### src/rtl/clk_sched_pkg.sv
// Shared types and the tap-boundary helper for the tick scheduler.
package clk_sched_pkg;

  localparam int unsigned CNT_W_DEF = 36;
  localparam int unsigned HELPER_W  = 64;

  typedef enum logic [1:0] {OFF, ARM, RUN} ch_state_t;
  typedef enum logic {IDLE, APPLY} cfg_state_t;

  // True when the low 'tap' bits of count are all ones (tap 0 is always true).
  function automatic logic boundary(input logic [HELPER_W-1:0] count,
                                    input logic [7:0] tap);
    logic [HELPER_W-1:0] mask;
    mask = (HELPER_W'(1) << tap) - HELPER_W'(1);
    return ((count & mask) == mask);
  endfunction

endpackage

### src/rtl/clk_tick_scheduler_if.sv
// Configuration request port of the tick scheduler.
interface clk_tick_scheduler_if #(
  parameter int unsigned TAP_W = 6,
  parameter int unsigned CH_W  = 2
);
  logic             cfg_valid;
  logic             cfg_ready;
  logic [CH_W-1:0]  cfg_chan;
  logic [TAP_W-1:0] cfg_tap;
  logic             cfg_en;
  logic             cfg_err;

  modport master (output cfg_valid, cfg_chan, cfg_tap, cfg_en,
                  input  cfg_ready, cfg_err);
  modport slave  (input  cfg_valid, cfg_chan, cfg_tap, cfg_en,
                  output cfg_ready, cfg_err);
endinterface

### src/rtl/tick_channel.sv
// One tick channel: OFF/ARM/RUN state, tap register and boundary compare.
module tick_channel
  import clk_sched_pkg::*;
#(
  parameter int unsigned CNT_W = CNT_W_DEF,
  parameter int unsigned TAP_W = 6
) (
  input  logic             clk,
  input  logic             rst_n,
  input  logic [CNT_W-1:0] count,
  input  logic             apply,
  input  logic             apply_en,
  input  logic [TAP_W-1:0] apply_tap,
  output logic             tick,
  output logic             active
);

  ch_state_t        state, state_nxt;
  logic [TAP_W-1:0] tap, tap_nxt;
  logic             tick_nxt;
  logic             b_tap;

  assign b_tap = boundary(HELPER_W'(count), 8'(tap));

  // State, tap and registered outputs.
  always_ff @(posedge clk or negedge rst_n) begin
    if (!rst_n) begin
      state  <= OFF;
      tap    <= '0;
      tick   <= 1'b0;
      active <= 1'b0;
    end else begin
      state  <= state_nxt;
      tap    <= tap_nxt;
      tick   <= tick_nxt;
      active <= (state_nxt == RUN);
    end
  end

  // Next state; a targeted apply overrides the boundary and drops that tick.
  always_comb begin
    state_nxt = state;
    tap_nxt   = tap;
    tick_nxt  = 1'b0;
    case (state)
      OFF: ;
      ARM: if (b_tap) state_nxt = RUN;
      RUN: tick_nxt = b_tap;
      default: state_nxt = OFF;
    endcase
    if (apply) begin
      tick_nxt = 1'b0;
      if (apply_en) begin
        state_nxt = ARM;
        tap_nxt   = apply_tap;
      end else begin
        state_nxt = OFF;
      end
    end
  end

endmodule

### src/rtl/clk_tick_scheduler.sv
// Shared prescaler counter, config FSM and per-channel clock-enable ticks.
module clk_tick_scheduler
  import clk_sched_pkg::*;
#(
  parameter int unsigned CNT_W = CNT_W_DEF,
  parameter int unsigned NCH   = 4,
  parameter int unsigned TAP_W = 6,
  parameter int unsigned CH_W  = 2
) (
  input  logic             CLK_in,
  input  logic             RST_n,
  clk_tick_scheduler_if.slave cfg,
  output logic [NCH-1:0]   tick_out,
  output logic [NCH-1:0]   ch_active,
  output logic [CNT_W-1:0] count_out
);

  cfg_state_t       cfg_state, cfg_state_nxt;
  logic [CH_W-1:0]  lat_chan, lat_chan_nxt;
  logic [TAP_W-1:0] lat_tap, lat_tap_nxt;
  logic             lat_en, lat_en_nxt;
  logic             err_nxt;
  logic             req_bad;
  logic [NCH-1:0]   apply_c;

  assign cfg.cfg_ready = (cfg_state == IDLE);
  assign req_bad = (32'(lat_tap) > CNT_W) || (32'(lat_chan) >= NCH);

  // Free-running prescaler, wraps naturally.
  always_ff @(posedge CLK_in or negedge RST_n) begin
    if (!RST_n) count_out <= '0;
    else        count_out <= count_out + CNT_W'(1);
  end

  // Config FSM state, latched request and error pulse.
  always_ff @(posedge CLK_in or negedge RST_n) begin
    if (!RST_n) begin
      cfg_state   <= IDLE;
      lat_chan    <= '0;
      lat_tap     <= '0;
      lat_en      <= 1'b0;
      cfg.cfg_err <= 1'b0;
    end else begin
      cfg_state   <= cfg_state_nxt;
      lat_chan    <= lat_chan_nxt;
      lat_tap     <= lat_tap_nxt;
      lat_en      <= lat_en_nxt;
      cfg.cfg_err <= err_nxt;
    end
  end

  // Config next state: accept in IDLE, act for one cycle in APPLY.
  always_comb begin
    cfg_state_nxt = cfg_state;
    lat_chan_nxt  = lat_chan;
    lat_tap_nxt   = lat_tap;
    lat_en_nxt    = lat_en;
    err_nxt       = 1'b0;
    case (cfg_state)
      IDLE: begin
        if (cfg.cfg_valid) begin
          cfg_state_nxt = APPLY;
          lat_chan_nxt  = cfg.cfg_chan;
          lat_tap_nxt   = cfg.cfg_tap;
          lat_en_nxt    = cfg.cfg_en;
        end
      end
      APPLY: begin
        cfg_state_nxt = IDLE;
        err_nxt       = req_bad;
      end
      default: cfg_state_nxt = IDLE;
    endcase
  end

  // One-hot apply strobe to the targeted channel for valid requests.
  always_comb begin
    apply_c = '0;
    if (cfg_state == APPLY && !req_bad) begin
      for (int unsigned i = 0; i < NCH; i++) begin
        apply_c[i] = (32'(lat_chan) == i);
      end
    end
  end

  for (genvar g = 0; g < int'(NCH); g++) begin : g_ch
    tick_channel #(.CNT_W(CNT_W), .TAP_W(TAP_W)) u_ch (
      .clk       (CLK_in),
      .rst_n     (RST_n),
      .count     (count_out),
      .apply     (apply_c[g]),
      .apply_en  (lat_en),
      .apply_tap (lat_tap),
      .tick      (tick_out[g]),
      .active    (ch_active[g])
    );
  end

endmodule

### src/flat_wrapper.sv
// flat-port wrapper written by rule: the top's interface ports become plain ports
module clk_tick_scheduler_flat import clk_sched_pkg::*;
#(
  parameter int unsigned CNT_W = CNT_W_DEF,
  parameter int unsigned NCH   = 4,
  parameter int unsigned TAP_W = 6,
  parameter int unsigned CH_W  = 2
)
  (CLK_in, RST_n, tick_out, ch_active, count_out, cfg_cfg_valid, cfg_cfg_chan, cfg_cfg_tap, cfg_cfg_en, cfg_cfg_ready, cfg_cfg_err);
  clk_tick_scheduler_if #(.TAP_W(TAP_W), .CH_W(CH_W)) cfg_i ();
  input  logic CLK_in;
  input  logic RST_n;
  output logic [NCH-1:0] tick_out;
  output logic [NCH-1:0] ch_active;
  output logic [CNT_W-1:0] count_out;
  input wire logic [$bits(cfg_i.cfg_valid)-1:0] cfg_cfg_valid;
  input wire logic [$bits(cfg_i.cfg_chan)-1:0] cfg_cfg_chan;
  input wire logic [$bits(cfg_i.cfg_tap)-1:0] cfg_cfg_tap;
  input wire logic [$bits(cfg_i.cfg_en)-1:0] cfg_cfg_en;
  output wire logic [$bits(cfg_i.cfg_ready)-1:0] cfg_cfg_ready;
  output wire logic [$bits(cfg_i.cfg_err)-1:0] cfg_cfg_err;
  assign cfg_i.cfg_valid = cfg_cfg_valid;
  assign cfg_i.cfg_chan = cfg_cfg_chan;
  assign cfg_i.cfg_tap = cfg_cfg_tap;
  assign cfg_i.cfg_en = cfg_cfg_en;
  assign cfg_cfg_ready = cfg_i.cfg_ready;
  assign cfg_cfg_err = cfg_i.cfg_err;
  clk_tick_scheduler #(.CNT_W(CNT_W), .NCH(NCH), .TAP_W(TAP_W), .CH_W(CH_W)) u_core (.CLK_in(CLK_in), .RST_n(RST_n), .cfg(cfg_i), .tick_out(tick_out), .ch_active(ch_active), .count_out(count_out));
endmodule
### config.mk
export PLATFORM = sky130hd
export DESIGN_NAME = clk_tick_scheduler_flat
export DESIGN_NICKNAME = d
export VERILOG_FILES = /design/src/rtl/clk_sched_pkg.sv /design/src/rtl/clk_tick_scheduler_if.sv /design/src/rtl/tick_channel.sv /design/src/rtl/clk_tick_scheduler.sv /design/src/flat_wrapper.sv
export SDC_FILE = /design/constraint.sdc
export NUM_CORES = 1
export LEC_CHECK = 0
export ABC_AREA = 1
export ABC_CLOCK_PERIOD_IN_PS = 2900
export CAP_MARGIN = 15
export CORE_MARGIN = 2
export CORE_UTILIZATION = 45
export DETAILED_ROUTE_END_ITERATION = 12
export GPL_ROUTABILITY_DRIVEN = 0
export SYNTH_ARGS = -nofsm -noshare
export SYNTH_HDL_FRONTEND = slang
export SYNTH_SLANG_ARGS = --single-unit
### constraint.sdc
create_clock -name CLK_in -period 2.9 [get_ports CLK_in]
set_clock_uncertainty 0.2 [all_clocks]
set_input_delay 0.58 -clock CLK_in [delete_from_list [all_inputs] [get_ports CLK_in]]
set_output_delay 0.58 -clock CLK_in [all_outputs]
set_load 0.01 [all_outputs]
==> results of run 1 <==
logic make-up (layout without fill, tap and decap cells):
group	count (synthesis)	after routing	share of synthesized area
flops	87	87	0.215
xor+xnor	35	35	0.0303
fa+ha+maj	5	5	0.00618
buf+inv	281	382	0.118
compound gates	93	93	0.0470
simple gates	1288	1289	0.584
sequential cells by signal (all words and copies together), names as in the netlist:
signal / flops
u_core.g_ch.u_ch.active: 4
u_core.count_out: 36
u_core.lat_chan: 2
u_core.lat_en: 1
u_core.g_ch.u_ch.state: 8
u_core.cfg.cfg_err: 1
u_core.g_ch.u_ch.tap: 24
u_core.cfg_state: 1
u_core.g_ch.u_ch.tick: 4
u_core.lat_tap: 6
cell usage after synthesis:
master / number / area [um2]
nand2_4: 3 / 33.8
nor2_1: 289 / 1080
nor4_1: 7 / 43.8
a21oi_1: 12 / 60.1
nor3_1: 48 / 240
buf_6: 6 / 67.6
clkinv_1: 2 / 7.51
o21ai_0: 76 / 380
buf_1: 2 / 7.51
nor3_4: 2 / 32.5
ha_1: 5 / 62.6
xor2_1: 34 / 298
nand4_2: 4 / 50.1
nand3b_1: 3 / 22.5
nor3_2: 2 / 20.0
o22ai_1: 1 / 6.26
nor2_4: 10 / 113
xnor2_1: 1 / 8.76
inv_2: 18 / 67.6
a21o_1: 2 / 15.0
and2_1: 4 / 25.0
nor4_4: 1 / 21.3
dfrtp_1: 87 / 2180
nand2_2: 9 / 56.3
buf_4: 17 / 128
buf_2: 21 / 105
clkbuf_1: 14 / 52.6
nand3_2: 7 / 70.1
inv_1: 201 / 754
nor2_8: 1 / 20.0
nand3_1: 221 / 1110
nand2_1: 504 / 1890
o211ai_1: 1 / 7.51
nand4_1: 133 / 832
nor2_2: 40 / 250
a31oi_1: 1 / 6.26
worst paths after layout:
| check | slack, ps | end | startpoint | cells past startpoint |
|---|---|---|---|---|
| worst max-delay path | 190 | u_core.count_out[32] | u_core.count_out[0] | 12 |
| worst min-delay path | 20 | u_core.g_ch[0].u_ch.tap[0] | RST_n | 1 |
| max in group asynchronous | 1820 | u_core.g_ch[3].u_ch.tap[1] | RST_n | 2 |
| worst min register to register | 300 | u_core.count_out[1] | u_core.count_out[1] | 1 |
| worst max register to register | 190 | u_core.count_out[32] | u_core.count_out[0] | 12 |
| min in group CLK_in | 300 | u_core.count_out[1] | u_core.count_out[1] | 1 |
through the flow:
| step | TNS, ps | instance area, um2 | instances | setup WS [ps] | utilization |
|---|---|---|---|---|---|
| after global routing | -7.66 | 11900 | 2171 | -3.19 | 0.540 |
| after floorplan | 0 | 10100 | 1789 | 359 | - |
| after detailed placement | 0 | 11300 | 2142 | 0.123 | 0.513 |
| final | 0 | 11900 | 2171 | 191 | 0.540 |
| after global placement | 0 | 11300 | 2142 | 108 | 0.513 |
| after CTS | 0 | 11600 | 2158 | 36.7 | 0.526 |
cell type report:
class / count / share of cell area
sequential: 87 / 0.185
clock buffer: 9 / 0.0190
multi-input combinational: 1422 / 0.587
tap: 280 / 0.0296
clock inverter: 7 / 0.00475
inverter: 221 / 0.0702
timing repair buffer: 145 / 0.105
placed cells by master (no fill, tap or decap), types with 2 or more instances in the layout:
cell type        count
nand3_1            220
inv_6                2
clkdlybuf4s50_1     56
dfrtp_1             78
clkinv_2             2
clkbuf_16            9
clkinv_4             2
and2_1               4
nor2_2              46
inv_1              201
clkinv_1             2
nor2_4              28
nor4_1               7
nor3_4               2
nand3b_1             3
xor2_1              34
o21ai_0             75
nand3_2              8
nand4_2              4
nor2_1             266
nor3_2               7
nand2_2             11
inv_2               17
a21oi_1             12
nand4_1            133
a21o_1               2
nand2_1            501
nand2_4              4
ha_1                 4
buf_4               88
nor3_1              43
dfrtp_2              9
metal layers:
layer	vias up	part of all wire	GRT usage
li1	6029	-	-
met1	5557	0.43	0.444
met2	574	0.45	0.524
met3	105	0.085	0.0493
met4	0	0.042	0.148
met5	-	0	0
what timing repair did:
action | in CTS | in global routing
pin swaps | 0 | 14
resized for setup | 4 | 59
setup endpoints to repair | 1 | 15
hold endpoints to repair | 0 | 0
gates cloned | 0 | 1
buffers inserted | 0 | 12
power breakdown:
| group | total, uW | leakage (uW) | switching [uW] | internal (uW) |
|---|---|---|---|---|
| logic | 9940 | 0.00554 | 6560 | 3380 |
| registers | 1600 | 0.00115 | 205 | 1400 |
| clock network | 1160 | 0.000142 | 563 | 594 |
| total | 12700 | 0.00683 | 7330 | 5370 |
==> impl_metrics.json, run 1 <==
{
  "cts_hold_buf": 0,
  "num_vias": 12300,
  "antenna_found_initial": 0,
  "cts_tree": "built",
  "grt_usage": 0.330,
  "placementRows": 54,
  "p_leak_uw": 0.00683,
  "first_iter_violations": 1135,
  "multiInputGateArea_um2": 6960,
  "ir_drop_v": 0.000504,
  "tightest_slew_ps": 594,
  "drtPass1Iterations": 6,
  "pwr_density_cell_nw_per_um2": 1070,
  "period_needed_ps": 2710,
  "grt_pass1_wl_um": 60600,
  "start_util": 0.461,
  "crit_top_cell": "nand3_2",
  "grt_pass1_vias": 11000,
  "io_buffers": 57,
  "die-height_um": 154,
  "routed_via_density": 5.65,
  "grt_max_degree": 47,
  "holdWs_ps": 18.8,
  "worstPathArrival_ps": 2790,
  "status": "complete, no violations",
  "ys_types": 36,
  "drtAntennaViolNets": 0,
  "syn_to_final_growth_pct": 17.0,
  "crit_family": "simple AND/OR/NAND/NOR gates",
  "synth_warnings": 0,
  "cts.htree.levels": 3,
  "regArea_um2": 2190,
  "maxCapViolCount": 0,
  "synth_seq_cells": 87,
  "overflow": 0,
  "cts.sinks": 87,
  "syn-num-nets": 1806,
  "setup_viol": 0,
  "timing.fmax_ghz": 0.369,
  "clk_latency_ps": 360,
  "slowest_stage": "dfrtp_1",
  "crit_path_max_fanout": 4,
  "syn_avg_cell_area_um2": 5.66,
  "cp_data_required_time_ps": 2980,
  "drive_gt1_frac": 0.130,
  "clk_pin_slew_worst_paths_ps": 70,
  "die_width_um": 154,
  "cp-end-kind": "register",
  "numCtsBuffers": 9,
  "hold_viol": 0,
  "crit_buf_inv": 1,
  "critical_path.cell_chain": "ha_1 -> nand3_2 -> nor3_4 -> nand3_2 -> nor3_4 -> nand3_2 -> nor2_4 -> inv_2 -> nor4_4 -> nand3_2 -> nor2_2 -> xor2_1",
  "drc": 0,
  "finish.net_count": 1903,
  "dp_hpwl_um": 30200,
  "critPathKind": "register to register",
  "hold_class": "input pin to asynchronous set/reset pin",
  "routedWlPerCell_um": 18.1,
  "power_uw": 12700,
  "timing.slew.headroom": 0.601,
  "clock_path_buffers": 2,
  "io_pins": 58,
  "core_um2": 22000,
  "slew_viol_final": 0,
  "routed_wl_um": 39300,
  "critPathLaunchType": "register",
  "cts_root_buffer": "clkbuf_16",
  "finalCritPeriodShare": 0.934,
  "netlist_instances": 1789,
  "synth_area_um2": 10100,
  "fill_cells": 2276,
  "slowest_delay_ps": 460,
  "dieArea_um2": 23700,
  "num_antenna_cells": 0,
  "ys_seq_area_frac": 0.215
}
Note: power is estimated with default switching activity, not from simulation.
==> run 2: changes to the inputs <==
--- a/config.mk
+++ b/config.mk
@@ -11,6 +11,7 @@
 export CORE_MARGIN = 2
 export CORE_UTILIZATION = 45
 export DETAILED_ROUTE_END_ITERATION = 12
+export DONT_BUFFER_PORTS = 1
 export GPL_ROUTABILITY_DRIVEN = 0
 export SYNTH_ARGS = -nofsm -noshare
 export SYNTH_HDL_FRONTEND = slang
==> impl_metrics.json, run 2 (synthesis gave the netlist of run 1 again) <==
{
  "status": "complete, no violations",
  "ir_drop_v": 0.000615,
  "m1WireLength_um": 16400,
  "clk_pin_slew_worst_paths_ps": 60,
  "first_iter_violations": 1484,
  "critPathLaunchType": "register",
  "power_uw": 12900,
  "drc": 0,
  "antenna_found_initial": 0,
  "cts.htree.levels": 3,
  "largest_register_ffs": 36,
  "final_cell_mix": "nand2_1, nor2_1, nand3_1",
  "startpoint": "u_core.g_ch[0].u_ch.tap[1]",
  "io_pins": 58,
  "overflow": 0,
  "cp_data_required_time_ps": 2930,
  "cts_tree": "built",
  "hold_viol": 0,
  "reg_top3": "u_core.count_out: 36 flops, u_core.g_ch.u_ch.tap: 24 flops, u_core.g_ch.u_ch.state: 8 flops",
  "clk_latency_ps": 360,
  "slew_viol_final": 0,
  "setup.reg_to_reg.worst_slack_ps": 100,
  "tightest_slew_ps": 601,
  "finish.net_count": 1845,
  "timing.slew.headroom": 0.596,
  "dp_hpwl_um": 29300,
  "top_layer": "met4",
  "cp-end-kind": "register",
  "placementRows": 54,
  "cts_root_buffer": "clkbuf_16",
  "timing.fmax_ghz": 0.357,
  "die_width_um": 154,
  "hold_class": "input pin to register",
  "grt_pass1_vias": 10800,
  "dieArea_um2": 23700,
  "clock_path_buffers": 2,
  "cts.sinks": 87,
  "syn_to_final_growth_pct": 12.7,
  "reg2reg_from": "u_core.g_ch[0].u_ch.tap[1]",
  "drtAntennaViolNets": 0,
  "routed_via_density": 5.79,
  "worstRegToRegCells": 20,
  "holdWs_ps": 150,
  "fill_cells": 2312,
  "core_um2": 22000,
  "rsz0062_at_grt": "true",
  "routedWlPerCell_um": 18.6,
  "numCtsBuffers": 9,
  "wl_met3_um": 3770,
  "final_common_cell": "nand2_1",
  "maxCapViolCount": 0,
  "top_register": "u_core.count_out",
  "setup_tns_ps": 0,
  "route.met2.wl_um": 16800,
  "final_util": 0.520,
  "grt_usage": 0.324,
  "finalCritPeriodShare": 0.966,
  "worstPathArrival_ps": 2830,
  "reg2reg_to": "u_core.g_ch[0].u_ch.state[0]",
  "pwr_density_cell_nw_per_um2": 1130,
  "period_needed_ps": 2800,
  "io_buffers": 0,
  "grt_max_degree": 88,
  "drtPass1Iterations": 6,
  "p_leak_uw": 0.00668,
  "drive_gt1_frac": 0.134,
  "die-height_um": 154,
  "num_vias": 12200,
  "grt_pass1_wl_um": 59600,
  "crit_path_max_fanout": 7,
  "setup_viol": 0,
  "critPathKind": "register to register",
  "routed_wl_um": 39400,
  "endpoint": "u_core.g_ch[0].u_ch.state[0]",
  "start_util": 0.461,
  "hp-start": "cfg_cfg_chan[1]"
}
run 2: changes by cell type in the layout (fill, tap and decap cells not counted), sizes merged, moves of 2 or more:
cell / change
clkinv: -3
clkdlybuf4s50: -56
buf: -4
bufinv: +2
inv: -2
clkbuf: +2
run 2: report_power, final:
| part | leakage [uW] | total [uW] | switching, uW | internal, uW |
|---|---|---|---|---|
| combinational | 0.00537 | 9950 | 6570 | 3380 |
| sequential | 0.00114 | 1600 | 203 | 1400 |
| clock | 0.000162 | 1320 | 518 | 803 |
| total | 0.00668 | 12900 | 7290 | 5580 |
run 2: worst min-delay path by stage:
stage                                       to  slack (ps)  cells past startpoint
finish                      u_core.lat_chan[1]         150                      2
global route                 u_core.lat_tap[3]         150                      2
CTS                              u_core.lat_en         150                      2
detailed placement    u_core.g_ch[0].u_ch.tick          90                      0
global placement    u_core.g_ch[0].u_ch.tap[0]          90                      0
floorplan                   u_core.cfg.cfg_err          80                      0
run 2: per-stage QoR:
stage,instance area [um2],worst slack [ps],std cells
after detailed placement,10600,36.7,2074
after global routing,11400,-44.5,2112
after CTS,11000,20.4,2091
after global placement,10600,70.2,2074
after floorplan,10100,359,1789
final,11400,97.7,2113
run 2: final cells by class:
class	count	area, um2	area share
flip-flops and latches	87	2190	0.192
diodes	1	2.50	0.000219
clock inverters	4	77.6	0.00680
inverters	221	832	0.0729
well taps	280	350	0.0307
clock buffers	11	253	0.0221
repair buffers	87	722	0.0633
multi-input cells	1422	6980	0.612
run 2: per-layer routing:
layer | global-route usage | vias up
met5 | 0 | -
met4 | 0.174 | 0
met3 | 0.0459 | 152
met2 | 0.504 | 673
met1 | 0.437 | 5501
li1 | - | 5918
run 2: what timing repair did:
action | 4_1_cts | 5_1_grt
endpoints found under the setup margin | 0 | 16
buffers inserted | 0 | 20
gates resized for setup | 0 | 74
hold endpoints to repair | 87 | 0
hold buffers | 2 | 0
run 2: worst max-delay path: stages, from the launching register on:
cell	delay, ps
dfrtp_2	460
nor2_4	180
nand4_1	140
nor2_2	160
inv_1	70
ha_2	180
inv_2	80
nor2_4	60
nand2_4	120
nor2_4	60
buf_4	150
nand2_1	50
nand2_1	50
nand3_1	60
nand2_1	60
nor2_1	120
nand2_1	90
nor2_2	170
nand3_2	90
nand2_1	70
nand2_1	50
==> run 3: changes to the inputs <==
--- a/config.mk
+++ b/config.mk
@@ -13,6 +13,7 @@
 export DETAILED_ROUTE_END_ITERATION = 12
 export DONT_BUFFER_PORTS = 1
 export GPL_ROUTABILITY_DRIVEN = 0
+export PLACE_DENSITY = 0.59
 export SYNTH_ARGS = -nofsm -noshare
 export SYNTH_HDL_FRONTEND = slang
 export SYNTH_SLANG_ARGS = --single-unit
==> impl_metrics.json, run 3 (synthesis gave the netlist of run 1 again) <==
{
  "status": "complete, no violations",
  "endpoint": "u_core.g_ch[0].u_ch.state[0]",
  "p_leak_uw": 0.00657,
  "maxCapViolCount": 0,
  "grt_pass1_vias": 10900,
  "crit_buf_inv": 3,
  "cts.htree.levels": 3,
  "switching_share": 0.573,
  "drtPass1Iterations": 6,
  "internal_power_uw": 5340,
  "clk_pin_slew_worst_paths_ps": 60,
  "syn_to_final_growth_pct": 10.4,
  "overflow": 0,
  "grt_usage": 0.324,
  "finalCritPeriodShare": 0.949,
  "critical_path.cell_chain": "nor2_4 -> nand4_1 -> nor2_2 -> inv_1 -> ha_1 -> inv_1 -> nor2_4 -> nand2_4 -> nor2_4 -> buf_4 -> nand2_1 -> nand2_1 -> nand3_1 -> nand2_1 -> nor3_2 -> nand3_1 -> nand2_1 -> nand2_1",
  "cp-end-kind": "register",
  "setup.reg_to_reg.worst_slack_ps": 150,
  "slew_viol_final": 0,
  "tightest_slew_ps": 608,
  "pwr_density_cell_nw_per_um2": 1120,
  "dp_hpwl_um": 29300,
  "slowest_stage": "dfrtp_2",
  "io_pins": 58,
  "rsz0062_at_grt": "true",
  "period_needed_ps": 2750,
  "setup_tns_ps": 0,
  "fill_cells": 2331,
  "p_clk_frac": 0.100,
  "cts_root_buffer": "clkbuf_16",
  "routed_via_density": 5.79,
  "cp_num_cells": 18,
  "power_frac_seq": 0.128,
  "num_vias": 12100,
  "grt_max_degree": 88,
  "drc": 0,
  "slowest_delay_ps": 460,
  "reg2reg_to": "u_core.g_ch[0].u_ch.state[0]",
  "final_cell_mix": "nand2_1, nor2_1, nand3_1",
  "switchingPower_uw": 7150,
  "instances_no_fill": 2097,
  "hold_class": "input pin to register",
  "core_um2": 22000,
  "crit_path_max_fanout": 7,
  "grt_pass1_wl_um": 59600,
  "die-height_um": 154,
  "dieArea_um2": 23700,
  "routed_wl_um": 38400,
  "hp-start": "cfg_cfg_en",
  "antenna_found_initial": 0,
  "timing.fmax_ghz": 0.363,
  "start_util": 0.461,
  "cp_data_required_time_ps": 2940,
  "first_iter_violations": 1173,
  "reg_top3": "u_core.count_out: 36 flops, u_core.g_ch.u_ch.tap: 24 flops, u_core.g_ch.u_ch.state: 8 flops",
  "worstRegToRegCells": 18,
  "clock_path_buffers": 2,
  "top_register": "u_core.count_out",
  "io_buffers": 0,
  "routedWlPerCell_um": 18.3,
  "critPathKind": "register to register",
  "reg2reg_from": "u_core.g_ch[0].u_ch.tap[1]",
  "finish.net_count": 1828,
  "drive_gt1_frac": 0.119,
  "crit_family": "simple AND/OR/NAND/NOR gates",
  "crit_top_cell": "nand2_1",
  "die_width_um": 154,
  "hold_viol": 0,
  "cts_tree": "built",
  "worstPathArrival_ps": 2790,
  "cts.sinks": 87,
  "timing.slew.headroom": 0.591,
  "final_common_cell": "nand2_1",
  "clk_latency_ps": 360,
  "holdWs_ps": 131,
  "numCtsBuffers": 9,
  "final_util": 0.509,
  "setup_viol": 0,
  "placedCellCount": 2074,
  "largest_register_ffs": 36,
  "placementRows": 54,
  "p_comb_frac": 0.772,
  "critPathLaunchType": "register",
  "startpoint": "u_core.g_ch[0].u_ch.tap[1]",
  "drtAntennaViolNets": 0,
  "ir_drop_v": 0.000492
}
==> run 3: cell count changes in the layout (fill, tap and decap cells not counted), sizes merged <==
cell          change
buf              -15
clkinv            +1
dlymetal6s2s      -1
clkbuf            +1
nor2              -1
bufinv            -1
==> run 3: timing repair <==
| item | CTS | global route |
|---|---|---|
| setup buffers | 0 | 4 |
| endpoints found under the hold margin | 87 | 0 |
| resized for setup | 0 | 50 |
| hold buffers | 2 | 0 |
| setup endpoints to repair | 0 | 16 |
==> run 3: per-layer routing <==
metal / global-route usage / vias to the layer above / part of all wire
li1: - / 5884 / -
met1: 0.425 / 5436 / 0.41
met2: 0.500 / 675 / 0.42
met3: 0.0533 / 151 / 0.096
met4: 0.197 / 0 / 0.075
met5: 0 / - / 0
==> run 3: how the worst min path moves through the flow <==
stage	cells past startpoint	slack, ps	end
after CTS	2	130	u_core.lat_en
after global routing	2	150	u_core.lat_tap[0]
after floorplan	0	80	u_core.cfg.cfg_err
after global placement	0	90	u_core.g_ch[0].u_ch.tap[1]
final	2	130	u_core.lat_en
after detailed placement	0	90	u_core.g_ch[0].u_ch.tap[2]
==> run 3: cell type report <==
class / instances / area [um2] / area share
diodes: 1 / 2.50 / 0.000224
clock buffers: 12 / 256 / 0.0229
clock inverters: 4 / 52.6 / 0.00470
inverters: 221 / 832 / 0.0744
multi-input cells: 1421 / 6900 / 0.617
flip-flops and latches: 87 / 2190 / 0.196
well taps: 280 / 350 / 0.0313
repair buffers: 71 / 597 / 0.0534
==> run 3: power by group through the flow <==
| stage | registers (uW) | clock network [uW] | logic (uW) |
|---|---|---|---|
| after detailed placement | 1590 | 0 | 9020 |
| after global routing | 1630 | 1310 | 10800 |
| after global placement | 1580 | 0 | 8980 |
| final | 1600 | 1250 | 9630 |
| after floorplan | 1530 | 0 | 7100 |
| after CTS | 1560 | 1260 | 9090 |
==> run 3: metrics by stage <==
step,area (um2),worst slack [ps],power [uW]
5_1_grt,11200,-44.0,13800
3_5_place_dp,10600,52.4,10600
4_1_cts,11000,35.2,11900
6_report,11200,147,12500
3_3_place_gp,10600,96.0,10600
2_1_floorplan,10100,359,8630
